===== config.mk =====
export PLATFORM = sky130hd
export DESIGN_NAME = branch_resolver_flat
export DESIGN_NICKNAME = d
export VERILOG_FILES = /design/src/rtl/branch_resolver_pkg.sv /design/src/rtl/branch_resolver_if.sv /design/src/rtl/branch_resolver_pred_fifo.sv /design/src/rtl/branch_resolver.sv /design/src/flat_wrapper.sv
export SDC_FILE = /design/constraint.sdc
export NUM_CORES = 1
export LEC_CHECK = 0
export BUFFER_PORTS_ARGS = -buffer_cell sky130_fd_sc_hd__buf_4
export CAP_MARGIN = 20
export CORE_MARGIN = 2
export CORE_UTILIZATION = 35
export DETAILED_ROUTE_END_ITERATION = 16
export GPL_TIMING_DRIVEN = 0
export PLACE_DENSITY = 0.54
export SLEW_MARGIN = 20
export SYNTH_ARGS = -nofsm -noshare
export SYNTH_HDL_FRONTEND = slang
export SYNTH_SLANG_ARGS = --single-unit
export TNS_END_PERCENT = 30

===== constraint.sdc =====
create_clock -name clk -period 21.1 [get_ports clk]
set_clock_uncertainty 0.2 [all_clocks]
set_input_delay 1.055 -clock clk [delete_from_list [all_inputs] [get_ports clk]]
set_output_delay 1.055 -clock clk [all_outputs]
set_load 0.005 [all_outputs]

===== src/rtl/branch_resolver_pkg.sv =====
// Shared types and constants for the branch resolver and its prediction FIFO.
package branch_resolver_pkg;

  localparam logic [31:0] INSTR_BYTES = 32'd4;

  typedef struct packed {
    logic [31:0] pc;
    logic        taken;
    logic [31:0] target;
  } pred_rec_t;

  typedef enum logic {
    RUN   = 1'b0,
    FLUSH = 1'b1
  } resolver_state_e;

endpackage


===== src/rtl/branch_resolver_if.sv =====
// Fetch/execute-facing signals of the branch resolver; master drives, slave is the resolver.
interface branch_resolver_if;

  logic        pred_valid;
  logic        pred_ready;
  logic [31:0] pred_pc;
  logic        pred_taken;
  logic [31:0] pred_target;

  logic        res_valid;
  logic [31:0] res_pc;
  logic        res_taken;
  logic [31:0] res_target;

  logic        redirect;
  logic [31:0] redirect_pc;
  logic        flush;
  logic        res_orphan;

  modport master (
    output pred_valid, pred_pc, pred_taken, pred_target,
    output res_valid, res_pc, res_taken, res_target,
    input  pred_ready, redirect, redirect_pc, flush, res_orphan
  );

  modport slave (
    input  pred_valid, pred_pc, pred_taken, pred_target,
    input  res_valid, res_pc, res_taken, res_target,
    output pred_ready, redirect, redirect_pc, flush, res_orphan
  );

endinterface


===== src/rtl/branch_resolver_pred_fifo.sv =====
// DEPTH-entry FIFO of outstanding predictions; wrap-bit pointers, head is read combinationally.
module pred_fifo
  import branch_resolver_pkg::*;
#(
  parameter int DEPTH = 4
) (
  input  logic      clk,
  input  logic      rst_n,
  input  logic      push,
  input  logic      pop,
  input  logic      clear,
  input  pred_rec_t wdata,
  output pred_rec_t head,
  output logic      full,
  output logic      empty
);

  localparam int AW = $clog2(DEPTH);

  pred_rec_t     mem [DEPTH];
  logic [AW:0]   head_ptr;
  logic [AW:0]   tail_ptr;
  logic          do_pop;
  logic          do_push;

  assign empty   = (head_ptr == tail_ptr);
  assign full    = (head_ptr[AW-1:0] == tail_ptr[AW-1:0]) && (head_ptr[AW] != tail_ptr[AW]);
  assign head    = mem[head_ptr[AW-1:0]];
  assign do_pop  = pop && !empty;
  // A full FIFO still takes a push when the head leaves in the same cycle.
  assign do_push = push && (!full || do_pop);

  // NOTE: sequential state uses non-blocking assignments so every flop samples pre-edge values.
  always_ff @(posedge clk or negedge rst_n) begin
    if (!rst_n) begin
      head_ptr <= '0;
      tail_ptr <= '0;
    end else if (clear) begin
      head_ptr <= '0;
      tail_ptr <= '0;
    end else begin
      if (do_pop)  head_ptr <= head_ptr + (AW+1)'(1);
      if (do_push) tail_ptr <= tail_ptr + (AW+1)'(1);
    end
  end

  // NOTE: storage is not reset; the pointers alone decide which entries are meaningful.
  always_ff @(posedge clk) begin
    if (do_push && !clear) mem[tail_ptr[AW-1:0]] <= wdata;
  end

endmodule


===== src/rtl/branch_resolver.sv =====
// Compares fetch predictions against execute outcomes, redirects and flushes on mispredict.
// Optional BRANCH_STATS_EN adds resolve_count / mispredict_count outputs.
module branch_resolver
  import branch_resolver_pkg::*;
#(
  parameter int DEPTH        = 4,
  parameter int FLUSH_CYCLES = 2
) (
  input  logic               clk,
  input  logic               rst_n,
  branch_resolver_if.slave   bus
`ifdef BRANCH_STATS_EN
  ,
  output logic [31:0]        resolve_count,
  output logic [31:0]        mispredict_count
`endif
);

  localparam int CW = $clog2(FLUSH_CYCLES + 1);

  resolver_state_e state, state_next;
  logic [CW-1:0]   cnt, cnt_next;

  pred_rec_t   head;
  pred_rec_t   wdata;
  logic        full;
  logic        empty;
  logic        res_fire;
  logic        orphan;
  logic        wrong;
  logic        mispredict;
  logic        pop;
  logic        push;
  logic [31:0] actual_next;

  assign wdata    = '{pc: bus.pred_pc, taken: bus.pred_taken, target: bus.pred_target};
  assign res_fire = (state == RUN) && bus.res_valid;

  // With an empty FIFO the head is stale, but orphan already forces a mispredict.
  assign orphan      = empty || (head.pc != bus.res_pc);
  assign wrong       = orphan || (head.taken != bus.res_taken) ||
                       (bus.res_taken && (head.target != bus.res_target));
  assign actual_next = bus.res_taken ? bus.res_target : bus.res_pc + INSTR_BYTES;
  assign mispredict  = res_fire && wrong;
  assign pop         = res_fire && !wrong;

  // Gated by rst_n so fetch sees no acceptance while reset is held.
  assign bus.pred_ready = rst_n && (state == RUN) && !full;
  assign push           = bus.pred_valid && bus.pred_ready && !mispredict;

  pred_fifo #(.DEPTH(DEPTH)) u_fifo (
    .clk   (clk),
    .rst_n (rst_n),
    .push  (push),
    .pop   (pop),
    .clear (mispredict),
    .wdata (wdata),
    .head  (head),
    .full  (full),
    .empty (empty)
  );

  always_ff @(posedge clk or negedge rst_n) begin
    if (!rst_n) begin
      state <= RUN;
      cnt   <= '0;
    end else begin
      state <= state_next;
      cnt   <= cnt_next;
    end
  end

  // NOTE: defaults first so no path through this block can infer a latch.
  always_comb begin
    state_next = state;
    cnt_next   = cnt;
    unique case (state)
      RUN: begin
        if (mispredict) begin
          state_next = FLUSH;
          cnt_next   = CW'(FLUSH_CYCLES);
        end
      end
      FLUSH: begin
        cnt_next = cnt - CW'(1);
        if (cnt == CW'(1)) state_next = RUN;
      end
      default: state_next = RUN;
    endcase
  end

  always_ff @(posedge clk or negedge rst_n) begin
    if (!rst_n) begin
      bus.redirect    <= 1'b0;
      bus.redirect_pc <= '0;
      bus.flush       <= 1'b0;
      bus.res_orphan  <= 1'b0;
    end else begin
      bus.redirect   <= mispredict;
      bus.res_orphan <= mispredict && orphan;
      bus.flush      <= (state_next == FLUSH);
      if (mispredict) bus.redirect_pc <= actual_next;
    end
  end

`ifdef BRANCH_STATS_EN
  always_ff @(posedge clk or negedge rst_n) begin
    if (!rst_n) begin
      resolve_count    <= '0;
      mispredict_count <= '0;
    end else begin
      if (res_fire)   resolve_count    <= resolve_count + 32'd1;
      if (mispredict) mispredict_count <= mispredict_count + 32'd1;
    end
  end
`endif

endmodule

===== src/flat_wrapper.sv =====
// flat-port wrapper written by rule: the top's interface ports become plain ports
module branch_resolver_flat import branch_resolver_pkg::*;
#(
  parameter int DEPTH        = 4,
  parameter int FLUSH_CYCLES = 2
)
  (clk, rst_n, bus_pred_valid, bus_pred_pc, bus_pred_taken, bus_pred_target, bus_res_valid, bus_res_pc, bus_res_taken, bus_res_target, bus_pred_ready, bus_redirect, bus_redirect_pc, bus_flush, bus_res_orphan);
  branch_resolver_if bus_i ();
  input  logic clk;
  input  logic rst_n;
  input wire logic [$bits(bus_i.pred_valid)-1:0] bus_pred_valid;
  input wire logic [$bits(bus_i.pred_pc)-1:0] bus_pred_pc;
  input wire logic [$bits(bus_i.pred_taken)-1:0] bus_pred_taken;
  input wire logic [$bits(bus_i.pred_target)-1:0] bus_pred_target;
  input wire logic [$bits(bus_i.res_valid)-1:0] bus_res_valid;
  input wire logic [$bits(bus_i.res_pc)-1:0] bus_res_pc;
  input wire logic [$bits(bus_i.res_taken)-1:0] bus_res_taken;
  input wire logic [$bits(bus_i.res_target)-1:0] bus_res_target;
  output wire logic [$bits(bus_i.pred_ready)-1:0] bus_pred_ready;
  output wire logic [$bits(bus_i.redirect)-1:0] bus_redirect;
  output wire logic [$bits(bus_i.redirect_pc)-1:0] bus_redirect_pc;
  output wire logic [$bits(bus_i.flush)-1:0] bus_flush;
  output wire logic [$bits(bus_i.res_orphan)-1:0] bus_res_orphan;
  assign bus_i.pred_valid = bus_pred_valid;
  assign bus_i.pred_pc = bus_pred_pc;
  assign bus_i.pred_taken = bus_pred_taken;
  assign bus_i.pred_target = bus_pred_target;
  assign bus_i.res_valid = bus_res_valid;
  assign bus_i.res_pc = bus_res_pc;
  assign bus_i.res_taken = bus_res_taken;
  assign bus_i.res_target = bus_res_target;
  assign bus_pred_ready = bus_i.pred_ready;
  assign bus_redirect = bus_i.redirect;
  assign bus_redirect_pc = bus_i.redirect_pc;
  assign bus_flush = bus_i.flush;
  assign bus_res_orphan = bus_i.res_orphan;
  branch_resolver #(.DEPTH(DEPTH), .FLUSH_CYCLES(FLUSH_CYCLES)) u_core (.clk(clk), .rst_n(rst_n), .bus(bus_i));
endmodule

# == After elaboration in Yosys (flattened, before gate mapping) ==
# Memory sizes are Yosys's and may differ from the RTL's.
# Index checks and enable logic that the tools add are counted.
# word_totals
reg_bits,43
ram_bits,260
output_inout_bits,36
n_memories,1
# memory_table
name,words,word_bits,read_ports,rd_ports_with_merged_regs,wr,line,rtl
u_core.u_fifo.mem,4,65,1,0,1,branch_resolver_pred_fifo.sv:20,pred_rec_t mem [DEPTH];
# op_classes
n_addsub,4
n_eq_ne,8
muxes,12
n_bitwise,1
n_reduce_logical,23
# ops
cell,count
$ne A32 B32 Y1,2
$add A32 B3 Y32 const B,1
$mux W32,1
$logic_and A1 B1 Y1,13
$mux W3,4
$add A3 B1 Y3 const B,2
$logic_not A1 Y1,4
$logic_or A1 B1 Y1,4
$mux W1,4
$pmux W2 S2,1
$reduce_bool A2 Y1,2
$eq A3 B3 Y1,1
$eq A2 B1 Y1 const B,1
$eq A2 B2 Y1,1
$mux W2,1
$ne A1 B1 Y1,2
$ne A2 B1 Y1 const B,1
$pmux W1 S2,1
$sub A2 B1 Y2 const B,1
$not A1 Y1,1

# == Depth between registers and ports, before layout ==
# Gate-level depths: netlist (run 1).
# An unclocked memory read counts as a cell.
# depth
ltp_word,13
mapped_depth,12
ltp_nobuf,9

# == Modules after synthesis ==
# A second synthesis (run 1) with hierarchy kept.
# unflattened
hier_cells,733
area_unflattened_um2,13051.3
# modules_own_cells
mod,n_inst,cells_each,area_each_um2
pred_fifo,1,395,9924.5
branch_resolver,1,338,3126.7

# == Worst setup path after synthesis (run 1) ==
# Ideal clock, no wire load.
# synth_timing
path_kind,input -> register
start,input bus_res_pc[15]
end,memory u_core.u_fifo.mem[0][0] (netlist name) (enable)
setup_time_ns,0.582
t_arrival_ns,7.370
required_time_ns,20.318
setup_slack_ns,12.949
stages,9
n_path_buf,2
path_cell_list,clkbuf_1 -> xor2_1 -> nor2_1 -> a2111oi_0 -> nand4_1 -> and4bb_2 -> a21oi_2 -> buf_2 -> nor3b_1
# synth_via
word_cells_on_any_way,15
classes_between,eq/ne: 1; mux: 2; reduce/logical: 12
# synth_rtl
item,line,rtl
start: declaration,flat_wrapper.sv:16,input wire logic [$bits(bus_i.res_pc)-1:0] bus_res_pc;
$ne A32 B32 Y1 (*),branch_resolver.sv:40,assign orphan = empty || (head.pc != bus.res_pc);
$logic_or A1 B1 Y1 (*),branch_resolver.sv:40,
$logic_or A1 B1 Y1 (*) (2 in a row),branch_resolver.sv:41,assign wrong = orphan || (head.taken != bus.res_taken) ||
$logic_and A1 B1 Y1 (*),branch_resolver.sv:44,assign mispredict = res_fire && wrong;
named net u_core.mispredict,branch_resolver.sv:31,logic mispredict;
$logic_not A1 Y1 (*),"branch_resolver_pred_fifo.sv:49, branch_resolver.sv:49",
$logic_and A1 B1 Y1,branch_resolver.sv:49,assign push = bus.pred_valid && bus.pred_ready && !mispredict;
$logic_and A1 B1 Y1,branch_resolver_pred_fifo.sv:31,assign do_push = push && (!full || do_pop);
$logic_and A1 B1 Y1 (*),branch_resolver_pred_fifo.sv:49,if (do_push && !clear) mem[tail_ptr[AW-1:0]] <= wdata;
$mux W1 (*),branch_resolver_pred_fifo.sv:49,
$mux W1 (implied by the code) (*),branch_resolver_pred_fifo.sv:49,
end: declaration,branch_resolver_pred_fifo.sv:20,
# The timed path passes the listed nets; every way through them passes the cells marked *.

# == Worst setup path in the final report (run 1) ==
# layout_timing
start,register u_core.u_fifo.head_ptr[1]
end,memory u_core.u_fifo.mem[2][21] (netlist name) (enable)
# layout_via
word_cells_on_any_way,26
classes_between,eq/ne: 5; mux: 2; reduce/logical: 18; memory: 1
# layout_rtl
item,line,rtl
start: declaration,branch_resolver_pred_fifo.sv:21,logic [AW:0] head_ptr;
start signal: assignment,branch_resolver_pred_fifo.sv:42,if (do_pop) head_ptr <= head_ptr + (AW+1)'(1);
$mem_v2 Z4 W65,--,
$ne A32 B32 Y1,branch_resolver.sv:40,
$logic_or A1 B1 Y1,branch_resolver.sv:40,
$logic_or A1 B1 Y1,branch_resolver.sv:41,
$logic_or A1 B1 Y1 (*),branch_resolver.sv:41,
$logic_and A1 B1 Y1 (*),branch_resolver.sv:44,
named net u_core.mispredict,branch_resolver.sv:31,
$logic_not A1 Y1 (*),"branch_resolver_pred_fifo.sv:49, branch_resolver.sv:49",
$logic_and A1 B1 Y1,branch_resolver.sv:49,
$logic_and A1 B1 Y1,branch_resolver_pred_fifo.sv:31,
$logic_and A1 B1 Y1 (*),branch_resolver_pred_fifo.sv:49,
$mux W1 (*),branch_resolver_pred_fifo.sv:49,
$mux W1 (implied by the code) (*),branch_resolver_pred_fifo.sv:49,
# Marks and branches as above.

==> results of run 1 <==
worst max-delay path: stages (launching register included):
cell,delay (ns)
dfrtp_1,0.34
buf_4,0.19
buf_4,0.25
buf_2,0.42
mux2i_1,0.28
xor2_1,0.21
nor2_1,0.05
a2111oi_0,0.67
nand4_1,0.23
and4bb_2,0.45
a21oi_2,0.21
buf_2,0.28
nor3b_2,0.60
buf_4,0.32
buf_6,0.16
buf_4,0.18
buf_4,0.20
path summary, 6_finish.rpt:
kind | start | endpoint | slack, ns
worst max register to register | u_core.u_fifo.head_ptr[1] | u_core.u_fifo.mem[2][21] | 15.52
worst min-delay path | u_core.bus.redirect_pc[3] | u_core.bus.redirect_pc[3] | 0.32
worst max-delay path | u_core.u_fifo.head_ptr[1] | u_core.u_fifo.mem[2][21] | 15.52
worst min register to register | u_core.bus.redirect_pc[3] | u_core.bus.redirect_pc[3] | 0.32
max in group asynchronous | rst_n | u_core.bus.redirect_pc[17] | 19.90
min in group asynchronous | rst_n | u_core.bus.redirect_pc[25] | 0.36
where the power goes:
group | switching [W] | internal, W | leakage (nW)
sequential | 0.0000378 | 0.000715 | 2.87
clock | 0.000237 | 0.000359 | 0.535
combinational | 0.000115 | 0.000147 | 2.39
total | 0.000389 | 0.00122 | 5.80
state kept, by name, summed over array words and instances (netlist names):
signal,flops
u_core.cnt,2
u_core.state,1
u_core.bus.res_orphan,1
u_core.u_fifo.head_ptr,3
u_core.u_fifo.tail_ptr,3
u_core.u_fifo.mem,260
u_core.bus.redirect_pc,32
u_core.bus.redirect,1
logic make-up after synthesis:
| family | share of synthesized area [%] |
|---|---|
| xor+xnor | 5.72 |
| fa+ha+maj | 0.665 |
| buf+inv | 1.96 |
| flops | 67.4 |
| mux | 15.0 |
| compound gates | 4.08 |
| simple gates | 5.16 |
cell type report:
| type | count | area [um^2] | area share [%] |
|---|---|---|---|
| Sequential cell | 303 | 8880 | 53.9 |
| Multi-Input combinational cell | 444 | 4050 | 24.6 |
| Timing Repair Buffer | 197 | 1540 | 9.36 |
| Clock buffer | 46 | 927 | 5.62 |
| Tap cell | 511 | 639 | 3.88 |
| Buffer | 34 | 209 | 1.27 |
| Clock inverter | 15 | 186 | 1.13 |
| Inverter | 13 | 48.8 | 0.296 |
cells in the mapped netlist, types with 4 or more instances:
library cell,number
nor3_1,4
a21oi_1,6
clkbuf_1,11
xor2_1,30
nand3_1,11
nand2_1,64
nor3b_1,5
buf_6,6
and3_1,8
mux2_4,29
mux2_2,15
nand4_1,16
buf_2,8
mux4_2,43
o21ai_0,37
xnor2_1,56
ha_1,7
inv_1,13
a211oi_1,6
dfrtp_1,43
edfxtp_1,260
buf_4,7
nor2_1,20
mux2i_1,40
nand2b_1,4
stage by stage:
| step | instances | util (%) | instance area (um^2) | power (W) |
|---|---|---|---|---|
| after floorplan | 794 | - | 13200 | 0.000888 |
| after global placement | 1471 | 40.3 | 15100 | 0.00103 |
| after detailed placement | 1502 | 41.1 | 15400 | 0.00103 |
| after CTS | 1563 | 44.1 | 16500 | 0.00163 |
| after global routing | 1563 | 44.1 | 16500 | 0.00167 |
| final | 1563 | 44.1 | 16500 | 0.00161 |
layer usage:
layer	part of all wire, %	vias to the layer above
met2	48	295
met5	0	-
li1	-	3543
met3	7.4	46
met4	1.6	0
met1	43	3984
==> impl_results.md, run 1 <==
* GR Layer Usage met2 at 31.6%
* CTS max path bufs at 3
* Max frequency at between 0.15 and 0.2 GHz
* Post-synth EDFFs at 260
* Async SR Flop Fraction at 14.2%
* WP data required at about 21 ns
* Antenna-violating nets left at 0
* Syn-to-layout area delta at 25.2%
* Initial antenna violation count at 0
* Final wirelength at ~38000 um
* PostCTS Resize Cnt at 0
* Post-synth top flop: edfxtp_1
* Horiz. Die Dim at between 150 and 200 um
* All-Layer GR Usage at between 15 and 20%
* Critical Path Source Type: register
* 1st-iter DRT viols at around 630
* # IOs at 170
* Max_slew headroom at between 50% and 60%
* Root Driver: clkbuf_16
* Mean post-synth cell area at between 15 and 20 um^2
* Synth warn at 0
* H-tree level count at 2
* Unrepaired setup endpoints after global routing: no
* Gr ovfl total at 0
* Setup_tns at 0 ns
* Wirelength per Cell at around 24 um
* Setup violators final at 0
* Status: finished clean
* Postcts setup bufs at 0
* Final Wtd Congestion at 0.858
* Total number of vias at 7868
* Mapped Cells at just under 800
* Crit path DAT at 5.59 ns
* Placed wire-length estimate at ~28000 um
* Hold_buf cts at 0
* Ranking of synthesized cells by area: edfxtp_1 (59%), dfrtp_1 (8.2%), mux4_2 (7.4%), xnor2_1 (3.7%), mux2_4 (3.3%)
* Number of global-route vias before repair at ~7900
* Clk slew on worst S/H paths at roughly 0.06 ns
* R2R cell count at 16
* Pin count of the biggest net entering global routing at 45
* TritonCTS clock tree: done
* Top cell type's share of synthesized area at 59.3%
* Place WS at 15.49 ns
* First drt pass iteration count at 5
* Max Cap Viol at 0
* Count of cell types in the netlist at about 50
* Core box area at 0.0374 mm^2
* Hold Fails Final Rpt at 0
* CTS sink cnt at roughly 300
* Post-route setup slack at roughly 16 ns
* Maximum VDD drop at between 40 and 50 uV
* Die ar. at 0.0392 mm^2
* Post-synthesis sequential area ratio at about two thirds
* GR peak layer: met2
* Pwr dens at between 90 and 100 mW/mm^2
* Most frequent cells in the layout: edfxtp_1 (260), buf_4 (196), nand2_1 (64)
* Antenna cells at 0
* Area leader, netlist: edfxtp_1
* Layout filler cell count at 3361
* FP Rows at approximately 70
* CTS buffer count at 35
* Leak at between 5 and 6 nW
* Layout cells sized above 1 at 34.2%
* Effective utilization at floorplan at a little over a third
* Least-Margin Pin Slew at 0.703 ns
* Number of synthesized register bits at roughly 300
* Commonest non-fill, non-tap cell in the layout: edfxtp_1
* Hold path cells at 1
* Via/cell ratio at ~5.0
* Crit path time final at between 5 and 6 ns
* Die height at 198 um
* Worst-Skew Late Latency at ~0.53 ns
* Final Max Tran Viols at 0
* Hold Crit Class: register to register
* Syn nets at about 940
* Setup CP Type: register to register
* Crit path max fanout at 10
* Number of port buffers at 166
* Tcrit/Tclk final at 26.5%
* Post-route DRC at 0
* First-pass GRT wire length at approximately 54000 um
* Synthesized cell area at ~0.013 mm^2
* Final hold slack at about 0.32 ns
* Met1 track demand over resource at 26.8%
* Nets at between 1000 and 1500
* Critical Path End Type: register
* Grt met3 use at 4.09%
Note: power is estimated with default switching activity, not from simulation.
==> inputs of run 2 (changes only) <==
==> constraint.sdc (replaced) <==
create_clock -name clk -period 5.3 [get_ports clk]
set_clock_uncertainty 0.2 [all_clocks]
set_input_delay 0.265 -clock clk [delete_from_list [all_inputs] [get_ports clk]]
set_output_delay 0.265 -clock clk [all_outputs]
set_load 0.005 [all_outputs]
==> run 2 against run 1 <==
Compared with the run above:
- worst setup slack got worse by 15 ns
- cell count increased by 5.6%
- critical endpoint is now u_core.u_fifo.mem[1][51]
- first-iteration DRC count increased by 4.4%
- non-clock buffer count increased by 85
- highest routed layer unchanged
- clock-buffer cell count increased by 3
- power increased to 4.0 times the previous value
- largest cell class unchanged
- routed wire length increased by 0.97%
==> impl_results.md, run 2 (synthesis results as in run 1) <==
* First-pass GRT wire length at approximately 55000 um
* RR Startpoint: u_core.u_fifo.head_ptr[1]
* Commonest non-fill, non-tap cell in the layout: edfxtp_1
* Hold Crit Class: input port to register
* Maximum VDD drop at between 150 and 200 uV
* Largest register FFs at 260
* CP max stage cell: a2111oi_0
* Pin count of the biggest net entering global routing at 45
* Tcrit/Tclk final at between 90% and 100%
* FF-to-FF End: u_core.u_fifo.mem[1][51]
* Most frequent cells in the layout: edfxtp_1 (260), buf_4 (178), dlygate4sd3_1 (88)
* Reg2Reg Setup Slack at around 0.31 ns
* Root Driver: clkbuf_16
* Post-route DRC at 0
* Leak at just over 6 nW
* Core box area at roughly 0.037 mm^2
* Final Wtd Congestion at about 0.85
* Max frequency at between 0.2 and 0.25 GHz
* Pwr dens at 369 mW/mm^2
* Worst-Skew Late Latency at around 0.51 ns
* Final hold slack at about 0.023 ns
* H-tree level count at 2
* CP Buf/Inv Count at 7
* Die ar. at 0.0392 mm^2
* Antenna cells at 0
* R2R cell count at 15
* Nets at approximately 1300
* Crit path max fanout at 12
* Status: finished clean
* Number of global-route vias before repair at roughly 8400
* Horiz. Die Dim at between 150 and 200 um
* Multi-input gate area at around 0.0041 mm^2
* Crit path DAT at about 5 ns
* Syn-to-layout area delta at 32.6%
* Via/cell ratio at 4.98
* WP data required at 5.31 ns
* Post-route setup slack at between 0.3 and 0.4 ns
* All-Layer GR Usage at 19.4%
* CTS sink cnt at between 300 and 400
* Gr ovfl total at 0
* Crit path capture: u_core.u_fifo.mem[1][51]
* Max stage delay on crit path at approximately 0.52 ns
* WP depth at 15
* # IOs at 170
* CP Launch Point: u_core.u_fifo.head_ptr[1]
* CP cell instances: buf_4 -> buf_4 -> buf_2 -> mux2i_1 -> xor2_1 -> nor2_1 -> a2111oi_0 -> nand4_1 -> and4bb_2 -> a21oi_2 -> buf_2 -> nor3b_4 -> buf_8 -> buf_6 -> buf_6
* Top cell family by delay on the critical path: buffers and inverters
* Unrepaired setup endpoints after global routing: no
* Wirelength per Cell at roughly 23 um
* Setup violators final at 0
* Placed wire-length estimate at ~29000 um
* Critical Path Source Type: register
* Critical Path End Type: register
* Setup CP Type: register to register
* Final wirelength at about 38000 um
* CTS max path bufs at 3
* Least-Margin Pin Slew at 0.681 ns
* Die height at 198 um
* Max_slew headroom at a little over half
* Layout filler cell count at ~3300
* CTS buffer count at 35
* Initial antenna violation count at 0
* Hold Fails Final Rpt at 0
* Layout cells sized above 1 at 31.4%
* Number of port buffers at between 150 and 200
* First drt pass iteration count at 7
* Crit path time final at approximately 5 ns
* 1st-iter DRT viols at 660
* Register area at between 0.008 and 0.009 mm^2
* Max Cap Viol at 0
* Final Max Tran Viols at 0
* FP Rows at between 70 and 80
* Effective utilization at floorplan at roughly a third
* Total number of vias at between 8000 and 9000
* TritonCTS clock tree: done
* Clk slew on worst S/H paths at ~0.060 ns
* Place WS at roughly 0.034 ns
* Antenna-violating nets left at 0
==> run 2: cell type report <==
| type | instances | area share (%) |
|---|---|---|
| Multi-Input combinational cell | 444 | 23.3 |
| Tap cell | 511 | 3.66 |
| Sequential cell | 303 | 50.9 |
| Inverter | 13 | 0.279 |
| Clock inverter | 14 | 0.709 |
| Timing Repair Buffer | 282 | 14.4 |
| Clock buffer | 49 | 5.62 |
| Buffer | 34 | 1.20 |
==> run 2: layer usage <==
layer | part of all wire (%) | vias up | GRT usage (%)
met1 | 44 | 4163 | 26.9
met3 | 6.2 | 41 | 3.07
met4 | 1.5 | 0 | 4.43
met5 | 0 | - | 0
li1 | - | 3715 | -
met2 | 48 | 292 | 32.3
==> run 2: tightest hold or removal path: stages <==
cell and delay (ns):
buf_4 0.12, nand3_1 0.14, xor2_1 0.09, nor2_1 0.08
==> run 2: power by group <==
group / switching, W / internal (W) / total, W
combinational: 0.000474 / 0.000641 / 0.00112
clock: 0.000928 / 0.00139 / 0.00232
sequential: 0.000157 / 0.00285 / 0.00301
==> run 2: worst min path at each step <==
stage              startpoint                   endpoint  slack, ns  cells after the start
3_5_place_dp            rst_n        u_core.bus.redirect       0.13                      1
4_1_cts         bus_res_pc[0]  u_core.bus.redirect_pc[0]     0.0004                      3
6_report       bus_pred_valid  u_core.u_fifo.tail_ptr[2]       0.02                      4
3_3_place_gp            rst_n        u_core.bus.redirect       0.13                      1
2_1_floorplan           rst_n        u_core.bus.redirect      -0.23                      0
5_1_grt         bus_res_pc[0]  u_core.bus.redirect_pc[0]       0.01                      3
==> run 2: metrics by stage <==
stage	power (W)	TNS [ns]	instances	cell area (um^2)	utilization [%]
after detailed placement	0.00412	0	1494	15400	41.3
after CTS	0.00650	0	1645	17400	46.6
final	0.00644	0	1650	17500	46.7
after floorplan	0.00353	-93.46	794	13200	-
after global routing	0.00670	0	1650	17500	46.7
after global placement	0.00408	-863.64	1471	15100	40.3
==> run 2: repair_timing <==
action                                  4_1_cts  5_1_grt
hold buffers                                 88        0
hold endpoints to repair                    325        0
gates resized for setup                       0        0
endpoints found under the setup margin        0       38
buffers inserted                              0        5
